[config.mk]
export PLATFORM = sky130hd
export DESIGN_NAME = ready_waitstate_ctrl_flat
export DESIGN_NICKNAME = d
export VERILOG_FILES = /design/src/rtl/ready_waitstate_ctrl_if.sv /design/src/rtl/ready_waitstate_ctrl.sv /design/src/flat_wrapper.sv
export SDC_FILE = /design/constraint.sdc
export NUM_CORES = 1
export LEC_CHECK = 0
export CAP_MARGIN = 20
export CORE_MARGIN = 3
export CORE_UTILIZATION = 35
export DETAILED_ROUTE_END_ITERATION = 10
export PLACE_DENSITY = 0.61
export SETUP_SLACK_MARGIN = 0.15
export SLEW_MARGIN = 20
export SYNTH_ARGS = -nofsm -noshare
export SYNTH_HDL_FRONTEND = slang
export SYNTH_SLANG_ARGS = --single-unit
[constraint.sdc]
create_clock -name clk_2 -period 2 [get_ports clk_2]
set_input_delay 0.2 -clock clk_2 [delete_from_list [all_inputs] [get_ports clk_2]]
set_output_delay 0.2 -clock clk_2 [all_outputs]
set_load 0.1 [all_outputs]
[src/rtl/ready_waitstate_ctrl_if.sv]
`default_nettype none
// ============================================================================
//  Module      : ready_waitstate_ctrl_if
//  Description : Bus-side signal bundle for ready_waitstate_ctrl.
//                master : bus / address-decode side (drives cycle info and
//                         external ready sources, observes rdy and status)
//                slave  : the ready controller itself
//  Signals     : READY_IN[NCH], ch_en[NCH], rw_n, cyc_start, ws_count[WS_W],
//                timeout_clr, rdy, stalled, timeout_flag, stall_total[CNT_W]
//  Revision    : 1.0 - initial release
// ============================================================================
interface ready_waitstate_ctrl_if #(
   parameter int NCH   = 2,
   parameter int WS_W  = 4,
   parameter int CNT_W = 16
);
   logic [NCH-1:0]   READY_IN;
   logic [NCH-1:0]   ch_en;
   logic             rw_n;
   logic             cyc_start;
   logic [WS_W-1:0]  ws_count;
   logic             timeout_clr;
   logic             rdy;
   logic             stalled;
   logic             timeout_flag;
   logic [CNT_W-1:0] stall_total;

   modport master (
      output READY_IN, ch_en, rw_n, cyc_start, ws_count, timeout_clr,
      input  rdy, stalled, timeout_flag, stall_total
   );

   modport slave (
      input  READY_IN, ch_en, rw_n, cyc_start, ws_count, timeout_clr,
      output rdy, stalled, timeout_flag, stall_total
   );
endinterface
`default_nettype wire

[src/rtl/ready_waitstate_ctrl.sv]
`default_nettype none
// ============================================================================
//  Module      : ready_waitstate_ctrl
//  Description : Registered multi-source ready generator for the CPU core.
//                Inserts programmable wait states on read cycles, merges NCH
//                masked external ready sources, never stalls writes, bounds
//                every stall with a watchdog and keeps a saturating count of
//                stalled cycles.
//  Ports       : clk_2  - phi2 clock, all state changes on rising edge
//                reset  - synchronous active-high reset
//                bus    - ready_waitstate_ctrl_if.slave (cycle info in,
//                         rdy / stalled / timeout_flag / stall_total out)
//  Revision    : 1.0 - initial release
// ============================================================================
module ready_waitstate_ctrl #(
   parameter int NCH     = 2,
   parameter int WS_W    = 4,
   parameter int TIMEOUT = 255,
   parameter int CNT_W   = 16
) (
   input  wire logic              clk_2,
   input  wire logic              reset,
   ready_waitstate_ctrl_if.slave  bus
);

   typedef enum logic [1:0] {
      ST_IDLE = 2'd0,
      ST_WS   = 2'd1,
      ST_EXT  = 2'd2
   } state_t;

   localparam int                  c_STALL_W    = $clog2(TIMEOUT + 1);
   localparam logic [c_STALL_W-1:0] c_STALL_LAST = c_STALL_W'(TIMEOUT - 1);
   localparam logic [CNT_W-1:0]    c_TOTAL_MAX  = '1;
   localparam logic [WS_W-1:0]     c_WS_ONE     = WS_W'(1);

   state_t               r_state;
   logic [WS_W-1:0]      r_ws_cnt;
   logic [c_STALL_W-1:0] r_stall_cnt;
   logic                 r_rdy;
   logic                 r_stalled;
   logic                 r_timeout_flag;
   logic [CNT_W-1:0]     r_stall_total;

   logic                 w_ext_ok;
   state_t               w_nxt_state;
   logic [WS_W-1:0]      w_nxt_ws_cnt;
   logic                 w_nxt_rdy;
   logic                 w_timeout;
   logic [c_STALL_W-1:0] w_nxt_stall_cnt;
   logic [CNT_W-1:0]     w_nxt_total;
   logic                 w_nxt_flag;

   // A masked-off source never holds the bus.
   assign w_ext_ok = &(bus.READY_IN | ~bus.ch_en);

   always_comb begin
      w_nxt_state  = r_state;
      w_nxt_ws_cnt = r_ws_cnt;
      w_nxt_rdy    = 1'b1;
      w_timeout    = 1'b0;

      case (r_state)
         ST_IDLE: begin
            if (bus.cyc_start && bus.rw_n) begin
               if (bus.ws_count != '0) begin
                  w_nxt_state  = ST_WS;
                  w_nxt_ws_cnt = bus.ws_count;
                  w_nxt_rdy    = 1'b0;
               end else if (!w_ext_ok) begin
                  w_nxt_state = ST_EXT;
                  w_nxt_rdy   = 1'b0;
               end
            end
         end
         ST_WS: begin
            // ws_cnt holds the wait states still owed including this one,
            // so the last one expires when it reads 1.
            if (r_ws_cnt <= c_WS_ONE) begin
               w_nxt_ws_cnt = '0;
               if (w_ext_ok) begin
                  w_nxt_state = ST_IDLE;
               end else begin
                  w_nxt_state = ST_EXT;
                  w_nxt_rdy   = 1'b0;
               end
            end else begin
               w_nxt_ws_cnt = r_ws_cnt - c_WS_ONE;
               w_nxt_rdy    = 1'b0;
            end
         end
         ST_EXT: begin
            if (w_ext_ok) begin
               w_nxt_state = ST_IDLE;
            end else begin
               w_nxt_rdy = 1'b0;
            end
         end
         default: begin
            w_nxt_state  = ST_IDLE;
            w_nxt_ws_cnt = '0;
         end
      endcase

      // A write always proceeds; it overrides any pending stall.
      if (!bus.rw_n) begin
         w_nxt_state  = ST_IDLE;
         w_nxt_ws_cnt = '0;
         w_nxt_rdy    = 1'b1;
      end else if (!w_nxt_rdy && (r_stall_cnt == c_STALL_LAST)) begin
         w_nxt_state  = ST_IDLE;
         w_nxt_ws_cnt = '0;
         w_nxt_rdy    = 1'b1;
         w_timeout    = 1'b1;
      end

      // stall_cnt counts the low cycles already completed ahead of the one
      // now in progress, so a release on reaching TIMEOUT-1 leaves rdy low
      // for TIMEOUT cycles at most.
      if (w_nxt_rdy || r_rdy) begin
         w_nxt_stall_cnt = '0;
      end else begin
         w_nxt_stall_cnt = r_stall_cnt + c_STALL_W'(1);
      end

      // Clear first, then count, so a stall on the clearing edge reads 1.
      w_nxt_total = bus.timeout_clr ? '0 : r_stall_total;
      if (!w_nxt_rdy && (w_nxt_total != c_TOTAL_MAX)) begin
         w_nxt_total = w_nxt_total + CNT_W'(1);
      end

      // A new timeout wins over a simultaneous clear.
      w_nxt_flag = w_timeout | (r_timeout_flag & ~bus.timeout_clr);
   end

   always_ff @(posedge clk_2) begin
      if (reset) begin
         r_state        <= ST_IDLE;
         r_ws_cnt       <= '0;
         r_stall_cnt    <= '0;
         r_rdy          <= 1'b1;
         r_stalled      <= 1'b0;
         r_timeout_flag <= 1'b0;
         r_stall_total  <= '0;
      end else begin
         r_state        <= w_nxt_state;
         r_ws_cnt       <= w_nxt_ws_cnt;
         r_stall_cnt    <= w_nxt_stall_cnt;
         r_rdy          <= w_nxt_rdy;
         r_stalled      <= (w_nxt_state != ST_IDLE);
         r_timeout_flag <= w_nxt_flag;
         r_stall_total  <= w_nxt_total;
      end
   end

   assign bus.rdy          = r_rdy;
   assign bus.stalled      = r_stalled;
   assign bus.timeout_flag = r_timeout_flag;
   assign bus.stall_total  = r_stall_total;

endmodule
`default_nettype wire

[src/flat_wrapper.sv]
// flat-port wrapper written by rule: the top's interface ports become plain ports
module ready_waitstate_ctrl_flat 
#(
   parameter int NCH     = 2,
   parameter int WS_W    = 4,
   parameter int TIMEOUT = 255,
   parameter int CNT_W   = 16
)
  (clk_2, reset, bus_READY_IN, bus_ch_en, bus_rw_n, bus_cyc_start, bus_ws_count, bus_timeout_clr, bus_rdy, bus_stalled, bus_timeout_flag, bus_stall_total);
  ready_waitstate_ctrl_if #(.NCH(NCH), .WS_W(WS_W), .CNT_W(CNT_W)) bus_i ();
  input  wire logic clk_2;
  input  wire logic reset;
  input wire logic [$bits(bus_i.READY_IN)-1:0] bus_READY_IN;
  input wire logic [$bits(bus_i.ch_en)-1:0] bus_ch_en;
  input wire logic [$bits(bus_i.rw_n)-1:0] bus_rw_n;
  input wire logic [$bits(bus_i.cyc_start)-1:0] bus_cyc_start;
  input wire logic [$bits(bus_i.ws_count)-1:0] bus_ws_count;
  input wire logic [$bits(bus_i.timeout_clr)-1:0] bus_timeout_clr;
  output wire logic [$bits(bus_i.rdy)-1:0] bus_rdy;
  output wire logic [$bits(bus_i.stalled)-1:0] bus_stalled;
  output wire logic [$bits(bus_i.timeout_flag)-1:0] bus_timeout_flag;
  output wire logic [$bits(bus_i.stall_total)-1:0] bus_stall_total;
  assign bus_i.READY_IN = bus_READY_IN;
  assign bus_i.ch_en = bus_ch_en;
  assign bus_i.rw_n = bus_rw_n;
  assign bus_i.cyc_start = bus_cyc_start;
  assign bus_i.ws_count = bus_ws_count;
  assign bus_i.timeout_clr = bus_timeout_clr;
  assign bus_rdy = bus_i.rdy;
  assign bus_stalled = bus_i.stalled;
  assign bus_timeout_flag = bus_i.timeout_flag;
  assign bus_stall_total = bus_i.stall_total;
  ready_waitstate_ctrl #(.NCH(NCH), .WS_W(WS_W), .TIMEOUT(TIMEOUT), .CNT_W(CNT_W)) u_core (.clk_2(clk_2), .reset(reset), .bus(bus_i));
endmodule
Word-level counts from Yosys, hierarchy flattened
Index checks and enable logic that the tools add are counted.
- register bits: 33
- logic and storage cells: 61
- bits of input ports: 13
- mux-type cells: 24
- $add $sub $neg: 3
- bitwise logic cells: 7
- equality and inequality tests: 6
- reduce and logical (&&, ||, !) cells: 13
- magnitude comparators: 1
- operators by type and width (kind ; number):
    $mux W16 ; 2
    $add A16 B1 Y16 const B ; 1
    $mux W2 ; 8
    $ne A16 B16 Y1 const B ; 1
    $mux W4 ; 3
    $pmux W4 S3 ; 1
    $add A8 B1 Y8 const B ; 1
    $eq A8 B8 Y1 const B ; 1
    $mux W1 ; 8
    $pmux W2 S3 ; 1
    $le A4 B1 Y1 const B ; 1
    $ne A2 B1 Y1 const B ; 2
    $reduce_bool A4 Y1 ; 1
    $sub A4 B1 Y4 const B ; 1
    $logic_and A1 B1 Y1 ; 3
    $not A1 Y1 ; 3
    $pmux W1 S3 ; 1
    $reduce_and A3 Y1 ; 1
    $reduce_or A3 Y1 ; 1
    $eq A2 B1 Y1 const B ; 1
    $eq A2 B2 Y1 const B ; 1
    $logic_not A1 Y1 ; 2
    $logic_not A2 Y1 ; 1
    $not A2 Y2 ; 1
    other kinds (7) ; 7

Depth between registers and ports, before layout
- depth in word-level cells: 14
- mapped depth: 8

Least setup slack after synthesis
OpenSTA, ideal clock, no wires.
- kind: register to register
- start point: register u_core.r_stall_total[0], in the netlist u_core.bus.stall_total[0]
- end point: register u_core.r_stall_total[6], in the netlist u_core.bus.stall_total[6]
- data arrival time: 2450 ps
- required time: 1879 ps
- slack: -570 ps
- cell stages (with the launch flop): 7
- period minus slack after synthesis: 2570 ps
- library setup time: 121 ps
- path buffers: 0
- cell sequence: dfxtp_1 nor2b_1 ha_1 nand4_1 o21ai_0 or3_1 mux2_2
- cells in the longest elaborated chain, start to end: 4
- elaborated cells between the ends (all ways): 5
- ends and longest elaborated chain (item ; RTL line ; source):
    from (decl) ; ready_waitstate_ctrl.sv:43 ; logic [CNT_W-1:0] r_stall_total;
    from (signal assigned) ; ready_waitstate_ctrl.sv:152 ; r_stall_total <= w_nxt_total;
    $mux W16 * ; ready_waitstate_ctrl.sv:127 ; w_nxt_total = bus.timeout_clr ? '0 : r_stall_total;
    branches (longest 2 deep; another with $add A16 B1 Y16) ; - ;
    $mux W16 * ; ready_waitstate_ctrl.sv:128 ; if (!w_nxt_rdy && (w_nxt_total != c_TOTAL_MAX)) begin
Every way passes the cells marked *.
A chain may end at the register's enable or synchronous reset.

Worst setup path after layout
- start point: register u_core.r_ws_cnt[0]
- end point: register u_core.r_stall_cnt[1]
- cells in the longest elaborated chain, start to end: 9
- ends and longest elaborated chain (item ; RTL line ; source):
    from (decl) ; ready_waitstate_ctrl.sv:38 ; logic [WS_W-1:0] r_ws_cnt;
    from (signal assigned) ; ready_waitstate_ctrl.sv:147 ; r_ws_cnt <= w_nxt_ws_cnt;
    $le A4 B1 Y1 * ; ready_waitstate_ctrl.sv:79 ; if (r_ws_cnt <= c_WS_ONE) begin
    $mux W1 * ; ready_waitstate_ctrl.sv:79 ;
    $pmux W1 S3 * ; ready_waitstate_ctrl.sv:63 ; case (r_state)
    $logic_not A1 Y1 ; ready_waitstate_ctrl.sv:110 ; end else if (!w_nxt_rdy && (r_stall_cnt == c_STALL_LAST)) begin
    $logic_and A1 B1 Y1 ; ready_waitstate_ctrl.sv:110 ;
    $mux W1 * ; ready_waitstate_ctrl.sv:110 ;
    $mux W1 * ; ready_waitstate_ctrl.sv:106 ; if (!bus.rw_n) begin
    $logic_or A1 B1 Y1 * ; ready_waitstate_ctrl.sv:120 ; if (w_nxt_rdy || r_rdy) begin
    $reduce_or A2 Y1 (no line) * ; - ;
    to (signal assigned) ; ready_waitstate_ctrl.sv:148 ; r_stall_cnt <= w_nxt_stall_cnt;
    to (decl) ; ready_waitstate_ctrl.sv:39 ; logic [c_STALL_W-1:0] r_stall_cnt;
Mark *: on every way between the ends. The rest lies on a longest branch, timed or not.

==> flow_metrics.tcl <==
set metrics [dict create \
    path_clk_slew_ns 0.08 \
    design_area_um2 2970 \
    cp.arrival_ns 2.18 \
    clk_latency_ns 0.29 \
    cap_violations 0 \
    n_antenna_cell 0 \
    wl_met2_mm 2.51 \
    clock-sinks 33 \
    antenna_found_initial 0 \
    drt_iter0_drc 120 \
    port_buffers 31 \
    finalSetupViolations 0 \
    cts_tree "done" \
    initial_core_util 0.376 \
    final_cell_mix "buf_4 (57), nand2_1 (18), dfxtp_1 (15)" \
    cp_common_cell "nor2_4" \
    die_y_um 78.9 \
    clock_path_buffers 2 \
    timing.slew.headroom 0.603 \
    ys_types 51 \
    worst_slew_pin_slew_ns 0.593 \
    setup_ws_ns 0.0414 \
    p_per_area_nw_per_um2 503 \
    boundaryPins 32 \
    dp_slack_ns -0.383 \
    fp.coreArea_um2 4940 \
    die-area_um2 6230 \
    grt_pass1_vias 1811 \
    cts_root_buffer "clkbuf_8" \
    slew_viol_final 0 \
    place_congestion 0.833 \
    wl_met3_um 266 \
    cts_made_buffers 5 \
    max_freq_ghz 0.511 \
    path_class "flop to flop" \
    nNetsFinal 318 \
    drt-wirelength-per-cell_um 15.1 \
    wirelength_mm 5.56 \
    finalSetupTns_ns 0 \
    ys_seq_area_frac 0.355 \
    netlist_area_um2 1860 \
    drt_pass1_iterations 4 \
    grt_pass1_wl_mm 8.90 \
    row_count 25 \
    top_layer_used "met4" \
    wl_met1_mm 2.72 \
    dp_hpwl_mm 3.77 \
    yosysWarnings 0 \
    clock_skew_ns 0.0102 \
    placedInstanceArea_um2 2540 \
    postSynthCellCount 224 \
    post-route-period-util 0.979 \
    final_layout_size_suffix_gt1_frac 0.478 \
    path_cells "inv_4 -> ha_4 -> nor2_4 -> o21ai_2 -> a31o_4 -> buf_6 -> or4_4 -> buf_8 -> nor2_4" \
    critical-path-max-stage-delay_ns 0.48 \
    synthArstFlopShare 0 \
    synth_top_flop_cell "dfxtp_1" \
    fin_crit_ns 1.96 \
    ir_worst_vdd_uv 481 \
    crit_slowest_cell "or4_4" \
    endpoint_kind "flop" \
    hold_violations 0 \
    die_w_um 78.9 \
    rsz0062_at_grt "true" \
    syn_nets 242 \
    grt_start_max_net_pins 12 \
    h-tree-depth 2 \
    ant_nets 0 \
    via_per_inst 5.39 \
    crit_required_ns 2.22 \
    drc 0 \
    status "complete, no violations" \
    grtUsageTotal 0.179 \
    final_common_cell "buf_4" \
    crit_fanout 8 \
    syn_area_per_cell_um2 8.31 \
    worstHoldPathType "input pin to flop" \
    grt_overflow 0 \
    cp-start-kind "flop" \
    ys_ff_latch 33 \
    whs_ns 0.364 \
    areaGrowthSynthToFinish_pct 59.7 \
    num_vias 1982 \
    power.leakage_uw 0.00119 \
    synth_edf_count 0 \
]
==> critical path, delay by kind of cell (launching register included) <==
kind | cells | cell delay, ns
AOI/OAI and AO/OA | 2 | 0.34
adders and majority gates | 1 | 0.16
buffers and inverters | 3 | 0.32
DFF | 1 | 0.39
and+or+nand+nor | 3 | 0.69
==> routing by layer <==
| metal | GRT usage | vias up |
|---|---|---|
| met5 | 0 | - |
| met4 | 0.0515 | 0 |
| met3 | 0.0385 | 6 |
| met2 | 0.258 | 48 |
| met1 | 0.267 | 948 |
| li1 | - | 980 |
==> cells in the mapped netlist (3+ instances only) <==
cell,number,area [um2]
o211ai_1,3,22.5
a21oi_1,12,60.1
mux2_2,5,56.3
mux2i_1,7,70.1
inv_1,10,37.5
o31ai_1,3,22.5
xnor2_1,3,26.3
nand2_1,18,67.6
xor2_1,3,26.3
and3_1,9,56.3
o21ai_0,9,45.0
nor3b_1,3,22.5
or4_1,4,30.0
nor2b_1,6,37.5
dfxtp_1,33,661
nand3_1,11,55.1
clkbuf_1,4,15.0
and2_1,4,25.0
ha_1,5,62.6
nor2_1,20,75.1
or3_1,9,56.3
nor3_1,4,20.0
nand4_1,7,43.8
==> worst paths after layout <==
check	end	start	slack, ns	cells past startpoint
worst min-delay path	u_core.r_ws_cnt[1]	bus_ws_count[1]	0.36	4
worst max-delay path	u_core.r_stall_cnt[1]	u_core.r_ws_cnt[0]	0.04	9
worst min register to register	u_core.bus.stall_total[14]	u_core.bus.stall_total[14]	0.48	2
worst max register to register	u_core.r_stall_cnt[1]	u_core.r_ws_cnt[0]	0.04	9
==> cell type report <==
| type | count | area [um2] |
|---|---|---|
| Fill cell | 450 | 1970 |
| Multi-Input combinational cell | 173 | 1410 |
| Sequential cell | 33 | 713 |
| Timing Repair Buffer | 77 | 623 |
| Clock buffer | 7 | 97.6 |
| Tap cell | 67 | 83.8 |
| Inverter | 10 | 40.0 |
| Clock inverter | 1 | 5.00 |
==> flip-flops by register name (all words and copies together), names as in the netlist <==
name                     cells
u_core.bus.timeout_flag      1
u_core.bus.stall_total      16
u_core.bus.stalled           1
u_core.r_ws_cnt              4
u_core.r_stall_cnt           8
u_core.bus.rdy               1
u_core.r_state               2
==> stage by stage <==
step	utilization	instances	total power (uW)
2_1_floorplan	-	224	780
3_3_place_gp	0.515	353	875
3_5_place_dp	0.515	353	875
4_1_cts	0.568	365	1470
5_1_grt	0.601	368	1560
6_report	0.601	368	1490
==> power breakdown <==
group          switching (uW)  internal (uW)  total, uW
clock                     254            319        574
combinational             141            126        267
sequential               5.30            648        653
total                     400           1090       1490
==> what timing repair did <==
item                       CTS  global route
gates resized for setup     44            39
buffers inserted             4             3
hold buffers                 0             0
setup endpoints to repair   33            30
pin swaps                   18            16
==> cell families after synthesis <==
group | Yosys count | share of synthesized area
flops | 33 | 0.355
mux | 12 | 0.0679
fa+ha+maj | 5 | 0.0336
compound gates | 45 | 0.166
xor+xnor | 6 | 0.0282
simple gates | 105 | 0.305
buf+inv | 18 | 0.0437
Power figures use the tool's default switching activity.
==> patch: new RTL, same flow settings <==
Reset style: asynchronous (`reset`), changed in one clocked block. Comments in the files are not updated.
--- a/src/rtl/ready_waitstate_ctrl.sv
+++ b/src/rtl/ready_waitstate_ctrl.sv
@@ -133,7 +133,7 @@
       w_nxt_flag = w_timeout | (r_timeout_flag & ~bus.timeout_clr);
    end
 
-   always_ff @(posedge clk_2) begin
+   always_ff @(posedge clk_2 or posedge reset) begin
       if (reset) begin
          r_state        <= ST_IDLE;
          r_ws_cnt       <= '0;
Check against the original RTL: differs if reset is asserted again (counterexample within 4 cycles, from zero or initial values and one cycle with reset high); with reset held inactive, the same outputs for 10 cycles.
==> patch against the unedited design <==
The run now ends with negative setup slack left; power is 12% higher; synthesized area increased by 6.9%; sequential share of layout area up 3.0 points; hold slack lost 0.064 ns; cell area rose by 7.2%; sequential power rose by 7.4%; sequential cell count is the same; routed wire length decreased by 7.0%; combinational power is 53% higher; utilization is 0.051 points lower; setup slack worse by 0.15 ns; critical path type unchanged.
==> patch: results (changes against the unedited design) <==
| Metric | Value |
|---|---|
| Status | complete, but fails checks (was finished clean) |
| Failing checks | negative setup slack |
| Inverters | 9 (was 10) |
| Reg2Reg Capture Point | u_core.bus.stall_total[14] (was u_core.r_stall_cnt[1]) |
| Fin cells | 354 (was 368) |
| Crit path max fanout | 4 (was 8) |
| Fraction of layout cells with a size suffix above 1 | 0.5282 (was 0.4784) |
| Complex-gate fraction of the synthesized area | 0.1019 (was 0.1661) |
| Max reg flops | 16 (unchanged) |
| Power Internal | 0.001186 W (was 0.001094 W) |
| Sequential fraction of the synthesis area | 0.4157 (was 0.3551) |
| Worst hold path type | primary input to async pin (was primary input to flop) |
| Hold_ws | 0.3001 ns (was 0.3637 ns) |
| Drt initial violations | 57 (was 120) |
| Dpl cells | 335 (was 353) |
| Non-clk buf share | 0.2258 (was 0.2097) |
| Place WS | -0.5426 ns (was -0.3831 ns) |
| Largest net degree at the start of global routing | 34 (was 12) |
| Setup TNS | -0.8282 ns (was 0 ns) |
| Static leakage | 1.349 nW (was 1.187 nW) |
| Synth top cells by count | dfrtp_1, nor2_1, nand2_1, nor3_1 (was dfxtp_1, nor2_1, nand2_1) |
| Area of the multi-input gates | 1384 µm² (was 1409 µm²) |
| Post-synth ARST share | 1.000 (was 0) |
| Placed instance area | 2681 µm² (was 2545 µm²) |
| Setup crit start | u_core.bus.stall_total[1] (was u_core.r_ws_cnt[0]) |
| Sequential cell area share | 0.2698 (was 0.2400) |
| Setup-failing EPs final | 12 (was 0) |
| DP Wirelength | 3.378 mm (was 3.771 mm) |
| Data arrival, critical path | 2.28 ns (was 2.18 ns) |
| Via/cell ratio | 5.203 (was 5.386) |
| Worst r2r path cells | 6 (was 9) |
| Synth Net Count | 223 (was 242) |
| RePlAce Congestion | 0.8495 (was 0.8325) |
| Slack of the critical path | -0.1086 ns (was 0.04140 ns) |
| Final Skew | 0.008797 ns (was 0.01025 ns) |
| Netlist cell types | 49 (was 51) |
| Number of clock buffers in the layout | 7 (unchanged) |
| Mux cell area share after synthesis | 0.05535 (was 0.06792) |
| Crit path largest cell delay | 0.56 ns (was 0.48 ns) |
| Fillers | 441 (was 450) |
| GRT Total Usage | 0.1591 (was 0.1794) |
| Final nets | 301 (was 318) |
| Post-Synthesis Cells | 205 (was 224) |
| Routed wire length | 5.174 mm (was 5.561 mm) |
| Synth Area in XOR/XNOR | 0.05283 (was 0.02824) |
| #MultiIn Comb | 155 (was 173) |
| Finished Cell Area | 3186 µm² (was 2972 µm²) |
| Nonclk buf count | 79 (was 77) |
| Area grow syn2layout | 60.13% (was 59.72%) |
| Synth Area in Adders | 0.03145 (was 0.03362) |
| Final clock-cell share | 0.03181 (was 0.03453) |
| Largest cells by area after synthesis | dfrtp_1, mux2_2, nor2b_1, nor2_1, nor3_1 (was dfxtp_1, nor2_1, mux2i_1, nand2_1, ha_1) |
| Max VDD drop | 0.0005506 V (was 0.0004809 V) |
| First-pass GRT wire length | 8.148 mm (was 8.901 mm) |
patch: cell types whose count changed after synthesis, moves of 4 or more:
cell     change
dfrtp_1     +32
nor4_1       +6
o21ai_0      -6
a21oi_1      -9
nand2_1      -4
and2_1       -4
nor2b_1      +6
dfxtp_1     -33
or3_1        -7
nor3_1      +10
xnor2_1      +4
and3_1       -8
mux2i_1      -5
patch: cell families (layout without fill, tap and decap cells):
logic type,Yosys count,in the layout
buf+inv,18,96
compound gates,24,24
mux,10,10
xor+xnor,12,12
flops,33,33
fa+ha+maj,5,5
simple gates,103,104
patch: timing repair:
| item | 4_1_cts | 5_1_grt |
|---|---|---|
| buffers inserted | 6 | 3 |
| pin swaps | 4 | 17 |
| setup endpoints to repair | 24 | 29 |
| gates resized for setup | 29 | 32 |
| gates cloned | 1 | 1 |
patch: worst max-delay path by stage:
stage | to | slack (ns) | cells after the start
floorplan | u_core.bus.stall_total[12] | -0.38 | 6
global placement | u_core.bus.stall_total[3] | -0.49 | 9
detailed placement | u_core.bus.stall_total[4] | -0.54 | 9
CTS | u_core.bus.stall_total[14] | -0.09 | 6
finish | u_core.bus.stall_total[14] | -0.11 | 6
global route | u_core.bus.stall_total[8] | -0.19 | 8
patch: power by group through the flow:
stage               sequential [W]  clock, W  combinational, W
floorplan                 0.000770         0          0.000140
global placement          0.000711         0          0.000330
detailed placement        0.000711         0          0.000332
CTS                       0.000698  0.000589          0.000380
global route              0.000702  0.000616          0.000437
finish                    0.000701  0.000566          0.000409
patch: layer usage:
| metal | vias to the layer above | global-route usage | wire [µm] |
|---|---|---|---|
| li1 | 896 | - | - |
| met4 | 0 | 0.05236 | 35 |
| met3 | 5 | 0.03548 | 229 |
| met2 | 36 | 0.2761 | 2701 |
| met5 | - | 0 | 0 |
| met1 | 905 | 0.1935 | 2209 |
